**src/rtl/paddle_tracker.sv**
```systemverilog
// Paddle position, score and lives tracker for a sweeping paddle that walks
// between two column limits, drops a few rows at each edge and respawns when lost.
module paddle_tracker #(
    parameter int COL_MIN   = 40,
    parameter int COL_MAX   = 583,
    parameter int ROW_START = 100,
    parameter int DROP_ROWS = 16,
    parameter int LIVES     = 3
) (
    input  logic        clk,
    input  logic        rst_n,
    input  logic        frame,
    input  logic        frame2,
    input  logic        start,
    input  logic        padcolce,
    input  logic        padrowce,
    input  logic        paddlescore,
    input  logic        paddlegone,
    output logic [15:0] paddlecol,
    output logic [15:0] paddlerow,
    output logic [7:0]  score,
    output logic [1:0]  lives,
    output logic        game_over
);

    typedef enum logic [2:0] {
        S_IDLE,
        S_MOVE,
        S_DROP,
        S_NUDGE,
        S_GONE,
        S_OVER
    } state_t;

    localparam logic [15:0] COL_MIN_L   = 16'(COL_MIN);
    localparam logic [15:0] COL_MAX_L   = 16'(COL_MAX);
    localparam logic [15:0] COL_START_L = 16'(COL_MIN + 1);
    localparam logic [15:0] ROW_START_L = 16'(ROW_START);
    localparam logic [15:0] DROP_ROWS_L = 16'(DROP_ROWS);
    localparam logic [1:0]  LIVES_L     = 2'(LIVES);

    state_t      r_state;
    logic [15:0] r_col;
    logic [15:0] r_row;
    logic        r_dir;
    logic [15:0] r_dropCnt;
    logic        r_scored;
    logic [7:0]  r_score;
    logic [1:0]  r_lives;
    logic        r_gameOver;

    logic [15:0] w_colInc;
    logic [15:0] w_colDec;
    logic [1:0]  w_livesDec;
    logic        w_active;
    logic        w_scoredBase;
    logic        w_scoredNext;
    logic [7:0]  w_scoreNext;

    // frame2 only paces the renderer's row enable, which we already see as padrowce
    logic w_unused;
    assign w_unused = frame2;

    always_comb begin
        w_colInc     = (r_col < COL_MAX_L) ? r_col + 16'd1 : r_col;
        w_colDec     = (r_col > COL_MIN_L) ? r_col - 16'd1 : r_col;
        w_livesDec   = (r_lives != 2'd0) ? r_lives - 2'd1 : 2'd0;
        w_active     = (r_state == S_MOVE) || (r_state == S_DROP) ||
                       (r_state == S_NUDGE) || (r_state == S_GONE);
        w_scoredBase = frame ? 1'b0 : r_scored;
        w_scoredNext = w_scoredBase;
        w_scoreNext  = r_score;
        if (paddlescore && !w_scoredBase) begin
            w_scoredNext = 1'b1;
            w_scoreNext  = (r_score == 8'hFF) ? r_score : r_score + 8'd1;
        end
    end

    // A start in IDLE/OVER is placed after the scoring update so its clear wins
    always_ff @(posedge clk or negedge rst_n) begin
        if (!rst_n) begin
            r_state    <= S_IDLE;
            r_col      <= COL_MIN_L;
            r_row      <= ROW_START_L;
            r_dir      <= 1'b1;
            r_dropCnt  <= 16'd0;
            r_scored   <= 1'b0;
            r_score    <= 8'd0;
            r_lives    <= LIVES_L;
            r_gameOver <= 1'b0;
        end else begin
            if (w_active) begin
                r_scored <= w_scoredNext;
                r_score  <= w_scoreNext;
            end
            case (r_state)
                S_IDLE, S_OVER: begin
                    if (start) begin
                        r_state    <= S_MOVE;
                        r_col      <= COL_START_L;
                        r_row      <= ROW_START_L;
                        r_dir      <= 1'b1;
                        r_dropCnt  <= 16'd0;
                        r_scored   <= 1'b0;
                        r_score    <= 8'd0;
                        r_lives    <= LIVES_L;
                        r_gameOver <= 1'b0;
                    end
                end
                S_MOVE: begin
                    if (paddlegone) begin
                        r_state <= S_GONE;
                        r_lives <= w_livesDec;
                    end else if ((r_col == COL_MIN_L) || (r_col == COL_MAX_L)) begin
                        r_state   <= S_DROP;
                        r_dropCnt <= 16'd0;
                    end else if (padcolce) begin
                        r_col <= r_dir ? w_colInc : w_colDec;
                    end
                end
                S_DROP: begin
                    if (paddlegone) begin
                        r_state <= S_GONE;
                        r_lives <= w_livesDec;
                    end else if (r_dropCnt >= DROP_ROWS_L) begin
                        r_state <= S_NUDGE;
                    end else if (padrowce) begin
                        r_row     <= r_row + 16'd1;
                        r_dropCnt <= r_dropCnt + 16'd1;
                    end
                end
                S_NUDGE: begin
                    if (paddlegone) begin
                        r_state <= S_GONE;
                        r_lives <= w_livesDec;
                    end else if (frame) begin
                        r_col   <= r_dir ? w_colDec : w_colInc;
                        r_dir   <= ~r_dir;
                        r_state <= S_MOVE;
                    end
                end
                S_GONE: begin
                    if (frame) begin
                        r_col <= COL_START_L;
                        r_row <= ROW_START_L;
                        r_dir <= 1'b1;
                        if (r_lives != 2'd0) begin
                            r_state <= S_MOVE;
                        end else begin
                            r_state    <= S_OVER;
                            r_gameOver <= 1'b1;
                        end
                    end
                end
                default: r_state <= S_IDLE;
            endcase
        end
    end

    assign paddlecol = r_col;
    assign paddlerow = r_row;
    assign score     = r_score;
    assign lives     = r_lives;
    assign game_over = r_gameOver;

endmodule
```
**config.mk**
```make
export PLATFORM = sky130hd
export DESIGN_NAME = paddle_tracker
export DESIGN_NICKNAME = d
export VERILOG_FILES = /design/src/rtl/paddle_tracker.sv
export SDC_FILE = /design/constraint.sdc
export NUM_CORES = 1
export LEC_CHECK = 0
export ABC_AREA = 0
export ABC_CLOCK_PERIOD_IN_PS = 4810
export BUFFER_PORTS_ARGS = -buffer_cell sky130_fd_sc_hd__buf_4
export CAP_MARGIN = 25
export CORE_MARGIN = 2
export CORE_UTILIZATION = 45
export CTS_CLUSTER_DIAMETER = 120
export DETAILED_ROUTE_END_ITERATION = 10
export GPL_TIMING_DRIVEN = 0
export PLACE_DENSITY = 0.66
export SLEW_MARGIN = 20
export SYNTH_ARGS = -nofsm -noshare
export SYNTH_HDL_FRONTEND = slang
export SYNTH_SLANG_ARGS = --single-unit
```
**constraint.sdc**
```tcl
create_clock -name clk -period 4.81 [get_ports clk]
set_input_delay 0 -clock clk [delete_from_list [all_inputs] [get_ports clk]]
set_output_delay 0 -clock clk [all_outputs]
set_load 0.01 [all_outputs]
```
Word-level counts from Yosys, hierarchy flattened
Index checks and enable logic that the tools add are counted.

Reduce and logical (&&, ||, !) cells: 23. Eq/ne operators: 24. Multipliers: 0. Add/subtract/negate cells: 6. Order comparisons: 3. Shift-type cells: 0. Divide/modulo/power cells: 0. Muxes and demuxes: 58. Bitwise operators: 1.

Operators by type and width (number): 16-bit 2-to-1 mux (22); 16-bit one-hot mux with 3 select lines (2); 16-bit one-hot mux with 4 select lines (1); 16-bit by 1-bit adder with 16-bit output (second input constant) (3); 8-bit 2-to-1 mux (5); 3-bit 2-to-1 mux (9); 2-bit != test (second input constant) (11); 16-bit by 10-bit == test with 1-bit output (second input constant) (1); 16-bit by 6-bit == test with 1-bit output (second input constant) (1); 16-bit by 5-bit greater-or-equal comparator with 1-bit output (second input constant) (1); 16-bit by 6-bit greater-than comparator with 1-bit output (second input constant) (1); 16-bit by 10-bit less-than comparator with 1-bit output (second input constant) (1); 16-bit by 1-bit subtractor with 16-bit output (second input constant) (1); 3-bit one-hot mux with 5 select lines (1); 1-bit 2-to-1 mux (12); 5-bit AND reduction (2); 3-bit nonzero test (3); 8-bit by 1-bit adder with 8-bit output (second input constant) (1); 8-bit == test (second input constant) (1); 8-bit AND reduction (1); 7-bit AND reduction (1); 3-bit by 2-bit == test with 1-bit output (second input constant) (2); 3-bit == test (second input constant) (2); 2-bit 2-to-1 mux (3); other kinds (20) (27).

RAM bits: 0. Bits in latches: 0. Memories: 0. ROM bits: 0. Flip-flop bits (word level): 64. Output and inout bits: 43.

Longest topological paths before layout
Depth in word-level cells: 7. Gate-level depth with buffers: 9. Gate-level depth less buffers: 8.

Worst setup path before layout
Ideal clock, no wire load.

Kind: register -> register. Start: register r_col[14], in the netlist paddlecol[14]. End: register r_col[8], in the netlist paddlecol[8]. Setup slack: 2.636 ns. Data required time: 4.727 ns. Clock period less this slack: 2.174 ns. Stages on the path, launching flop included: 7. Arrival time: 2.091 ns. Buffers on the path: 0. Cells stage by stage: dfrtp_1 or4_4 or4_4 nor2_2 a31oi_1 or3_1 o21ai_0.

Cells in the longest elaborated chain, start to end: 7. Elaborated cells between the ends (all ways): 17.

RTL lines: start, declared (line 43) `logic [15:0] r_col;`; start signal, assigned (line 118) `r_col <= r_dir ? w_colInc : w_colDec;`; start signal, assigned (line 137) `r_col <= r_dir ? w_colDec : w_colInc;`; 16-bit by 6-bit greater-than comparator with 1-bit output / 16-bit by 10-bit less-than comparator with 1-bit output (equally long branches) (line 66, 65); 16-bit 2-to-1 mux, on equally long branches (line 66, 65); 16-bit 2-to-1 mux (line 118); 16-bit 2-to-1 mux (line 117) `end else if (padcolce) begin`; 16-bit 2-to-1 mux (line 114) `end else if ((r_col == COL_MIN_L) || (r_col == COL_MAX_L)) begin`; 16-bit 2-to-1 mux (line 111) `if (paddlegone) begin`; 16-bit one-hot mux with 4 select lines (line 96) `case (r_state)`.

Parallel ways exist; a longest one is shown, timed or not. The select of a mux whose other input is x is not followed. A chain may end at the register's enable or synchronous reset.

Worst setup path in the final report
Start: register r_col[0], in the netlist paddlecol[0]. End: register r_dropCnt[4].

Cells in the longest elaborated chain, start to end: 4. Elaborated cells between the ends (all ways): 5.

RTL lines: 16-bit by 6-bit == test with 1-bit output / 16-bit by 10-bit == test with 1-bit output (equally long branches) (line 114); 1-bit logical OR (*) (line 114); 2-bit by 1-bit != test with 1-bit output (no source line) (*); 7-bit AND reduction (no source line) (*); end signal, assigned (line 129) `r_dropCnt <= r_dropCnt + 16'd1;`; end, declared (line 46) `logic [15:0] r_dropCnt;`.

Mark *: on every way between the ends. The rest lies on a longest branch, timed or not.

==> flow_summary_export.csv <==
group,metric,value,unit
die,coreArea,8590,µm²
detailed_routing,wl_met1,4.46,mm
sta,drv_slew,0,
die,dieArea,9530,µm²
logic_synthesis,async_flop_share,100,%
die,die_w,97.6,µm
detailed_routing,wl_per_cell,15.2,µm
power,switching_share,39.9,%
clock_tree,clk_latency,0.35,ns
power,internal_power,1.15,mW
power,sequentialPowerShare,33.1,%
logic_synthesis,yosysWarningCount,0,
power,p_clk_share,26.7,%
sta,worstMarginPinSlew,0.855,ns
grt,grt_start_max_net_pins,65,
clock_tree,clockBufferDepth,2,
finish,num_antenna_cells,0,
die,io-pin-count,52,
logic_synthesis,synth_cells,458,
detailed_routing,drc,0,
detailed_routing,wl_met2,4.49,mm
detailed_routing,dr_total_vias,3702,
worst_setup_path,cp-start-kind,"register",
detailed_routing,drt_pass1_iterations,5,
finish,fin_nets,536,
logic_synthesis,syn_nets,473,
worst_setup_path,arrival,2.84,ns
sta,fmax,386,MHz
power,power_frac_comb,40.2,%
worst_setup_path,worstPathMaxFanout,6,
sta,rsz0062_at_grt,"no",
sta,post-route-period-util,53.9,%
finish,fin_util,54.5,%
power,powerDensity,410,nW/µm²
power,ir_drop,0.000196,V
clock_tree,cts-root-buf,"clkbuf_8",
sta,hold_viol_final,0,
sta,clock_skew,0.0123,ns
worst_setup_path,critPathRequiredTime,5.05,ns
clock_tree,numClockSinks,64,
clock_tree,cts_resized,0,
logic_synthesis,ys_seq_area_share,40.9,%
finish,seq_area,1610,µm²
min_path,hold_class,"in2reg",
power,power,1.92,mW
clock_tree,h-tree-depth,3,
clock_tree,cts-buffers-inserted,9,
logic_synthesis,synth_edf_count,0,
grt,grt_pass1_vias,3411,
finish,multi_input_area,2140,µm²
detailed_routing,drtAntennaViolNets,0,
sta,finalSetupViolCount,0,
worst_setup_path,cp-end-kind,"register",
finish,fill_cells,865,
placed_design,place.port_buffers,50,
detailed_routing,routed_wl,9.62,mm
grt,grt_use_total,20.7,%
clock_tree,clk_pin_slew,0.07,ns
grt,grt_overflow,0,
grt,antenna_found_initial,0,
run_status,status,"finished clean",
clock_tree,cts_tree,"built",
placed_design,dp_hpwl,6.73,mm
placed_design,gp_congestion,0.905,
sta,fin_crit,2.59,ns
die,std_cell_rows,34,
detailed_routing,avgViaCountPerCell,5.84,
sta,timing.slew.headroom,42.6,%
power,p_leak,2.01,nW
finish,syn_to_final_growth,18.9,%
finish,drive_gt1_share,17.3,%
logic_synthesis,syn_area_per_cell,8.61,µm²
logic_synthesis,synth_cell_types,63,
logic_synthesis,synth_seq_cells,64,
grt,grt_first_pass_wirelength,16.3,mm
die,start_util,45.9,%
die,die_h,97.6,µm
logic_synthesis,synthFlopType,"dfrtp_1",
sta,fin_tns_setup,0,ns
detailed_routing,drt_iter0_drc,207,
run,maxCapViolCount,0,
detailed_routing,wl_met3,607,µm
logic_synthesis,syn_area,3940,µm²
worst_setup_path,crit_type,"reg2reg",
power,p_sw,767,µW
detailed_routing,top_layer_used,"met4",
-- power by group through the flow --
stage          Sequential (mW)  Clock (mW)  Combinational [mW]
3_5_place_dp             0.648           0               0.763
4_1_cts                  0.637       0.524               0.769
3_3_place_gp             0.646           0               0.759
2_1_floorplan            0.655           0               0.526
5_1_grt                  0.646       0.548               0.868
6_report                 0.636       0.513               0.773
-- state kept, by name, summed over array words and instances, names as in the netlist --
name and flops:
score 8, game_over 1, r_dropCnt 16, r_state 3, r_scored 1, lives 2
r_dir 1, paddlecol 16, paddlerow 16
-- cells in the final DEF, fill, tap and decap left out, types with 4 or more instances in the layout --
cell type  instances
and2_1             5
and3_1            16
dfrtp_1           56
xnor2_1           11
o21ai_0           32
a31oi_1            5
nand3_1           13
a211oi_1          13
a21oi_1           18
dfstp_2            8
nand4_1           16
o21a_1             9
xor2_1            10
nand2_1           33
clkbuf_8           9
and4_1             4
or3_1              9
nor2_1            56
buf_4             52
mux2i_1            4
clkbuf_1          15
nand2b_1           5
nor4_1            10
o31ai_1            7
a21o_1             4
inv_1             21
nor3_1            19
ha_1               6
-- cell type report --
| class | instances | area share (%) |
|---|---|---|
| multi-input cells | 352 | 45.7 |
| inverters | 21 | 1.68 |
| repair buffers | 52 | 8.44 |
| flip-flops and latches | 64 | 34.4 |
| plain buffers | 21 | 2.38 |
| well taps | 108 | 2.88 |
| clock inverters | 5 | 1.74 |
| clock buffers | 11 | 2.80 |
-- per-stage QoR --
stage | std cells | worst slack, ns | cell area (µm²) | hold slack, ns
6_report | 634 | 2.22 | 4690 | 0.0215
2_1_floorplan | 458 | 2.64 | 3940 | -0.296
4_1_cts | 634 | 2.21 | 4690 | 0.00145
3_3_place_gp | 616 | 2.28 | 4450 | 0.160
5_1_grt | 634 | 1.92 | 4690 | 0.0625
3_5_place_dp | 616 | 2.23 | 4450 | 0.159
-- Yosys cell counts (11+ instances only) --
cell type / instances / area (µm²)
nor3_1: 19 / 95.1
nand4_1: 16 / 100
nand3_1: 13 / 65.1
clkbuf_1: 13 / 48.8
dfrtp_1: 56 / 1400
a211oi_1: 13 / 97.6
inv_1: 21 / 78.8
o21ai_0: 32 / 160
nand2_1: 33 / 124
a21oi_1: 18 / 90.1
nor2_1: 56 / 210
xnor2_1: 11 / 96.3
and3_1: 16 / 100
-- logic make-up after synthesis --
logic type	after synthesis	synth area share [%]
mux	7	1.87
simple gates	204	26.8
xor+xnor	21	4.67
flops	64	40.9
buf+inv	42	4.82
compound gates	114	19.0
fa+ha+maj	6	1.90
-- per-layer routing --
metal	global-route usage, %	vias up
met5	0	-
li1	-	1796
met3	4.82	7
met4	4.91	0
met1	29.1	1778
met2	32.4	121
-- timing repair --
item	CTS	global route
hold buffers	2	0
hold endpoints to repair	57	0
setup endpoints to repair	0	0
buffers inserted	0	0
-- critical path: stages, from the launching register on --
cell and delay [ns]:
dfrtp_1 0.43, inv_1 0.12, ha_1 0.21, nor4b_1 0.36
nand4_1 0.24, nand3_1 0.24, and2_1 0.24, nand4_1 0.33
a211oi_1 0.33
-- final timing paths --
path / from / endpoint / slack, ns / cells after the start
hold / removal: frame / r_dir / 0.02 / 4
setup / recovery: paddlecol[0] / r_dropCnt[4] / 2.22 / 8
max in group asynchronous: rst_n / paddlecol[13] / 3.96 / 2
hold reg to reg: r_dropCnt[15] / r_dropCnt[15] / 0.50 / 1
min in group asynchronous: rst_n / paddlerow[9] / 0.29 / 2
setup reg to reg: paddlecol[0] / r_dropCnt[4] / 2.22 / 8
Note: power is estimated with default switching activity, not from simulation.
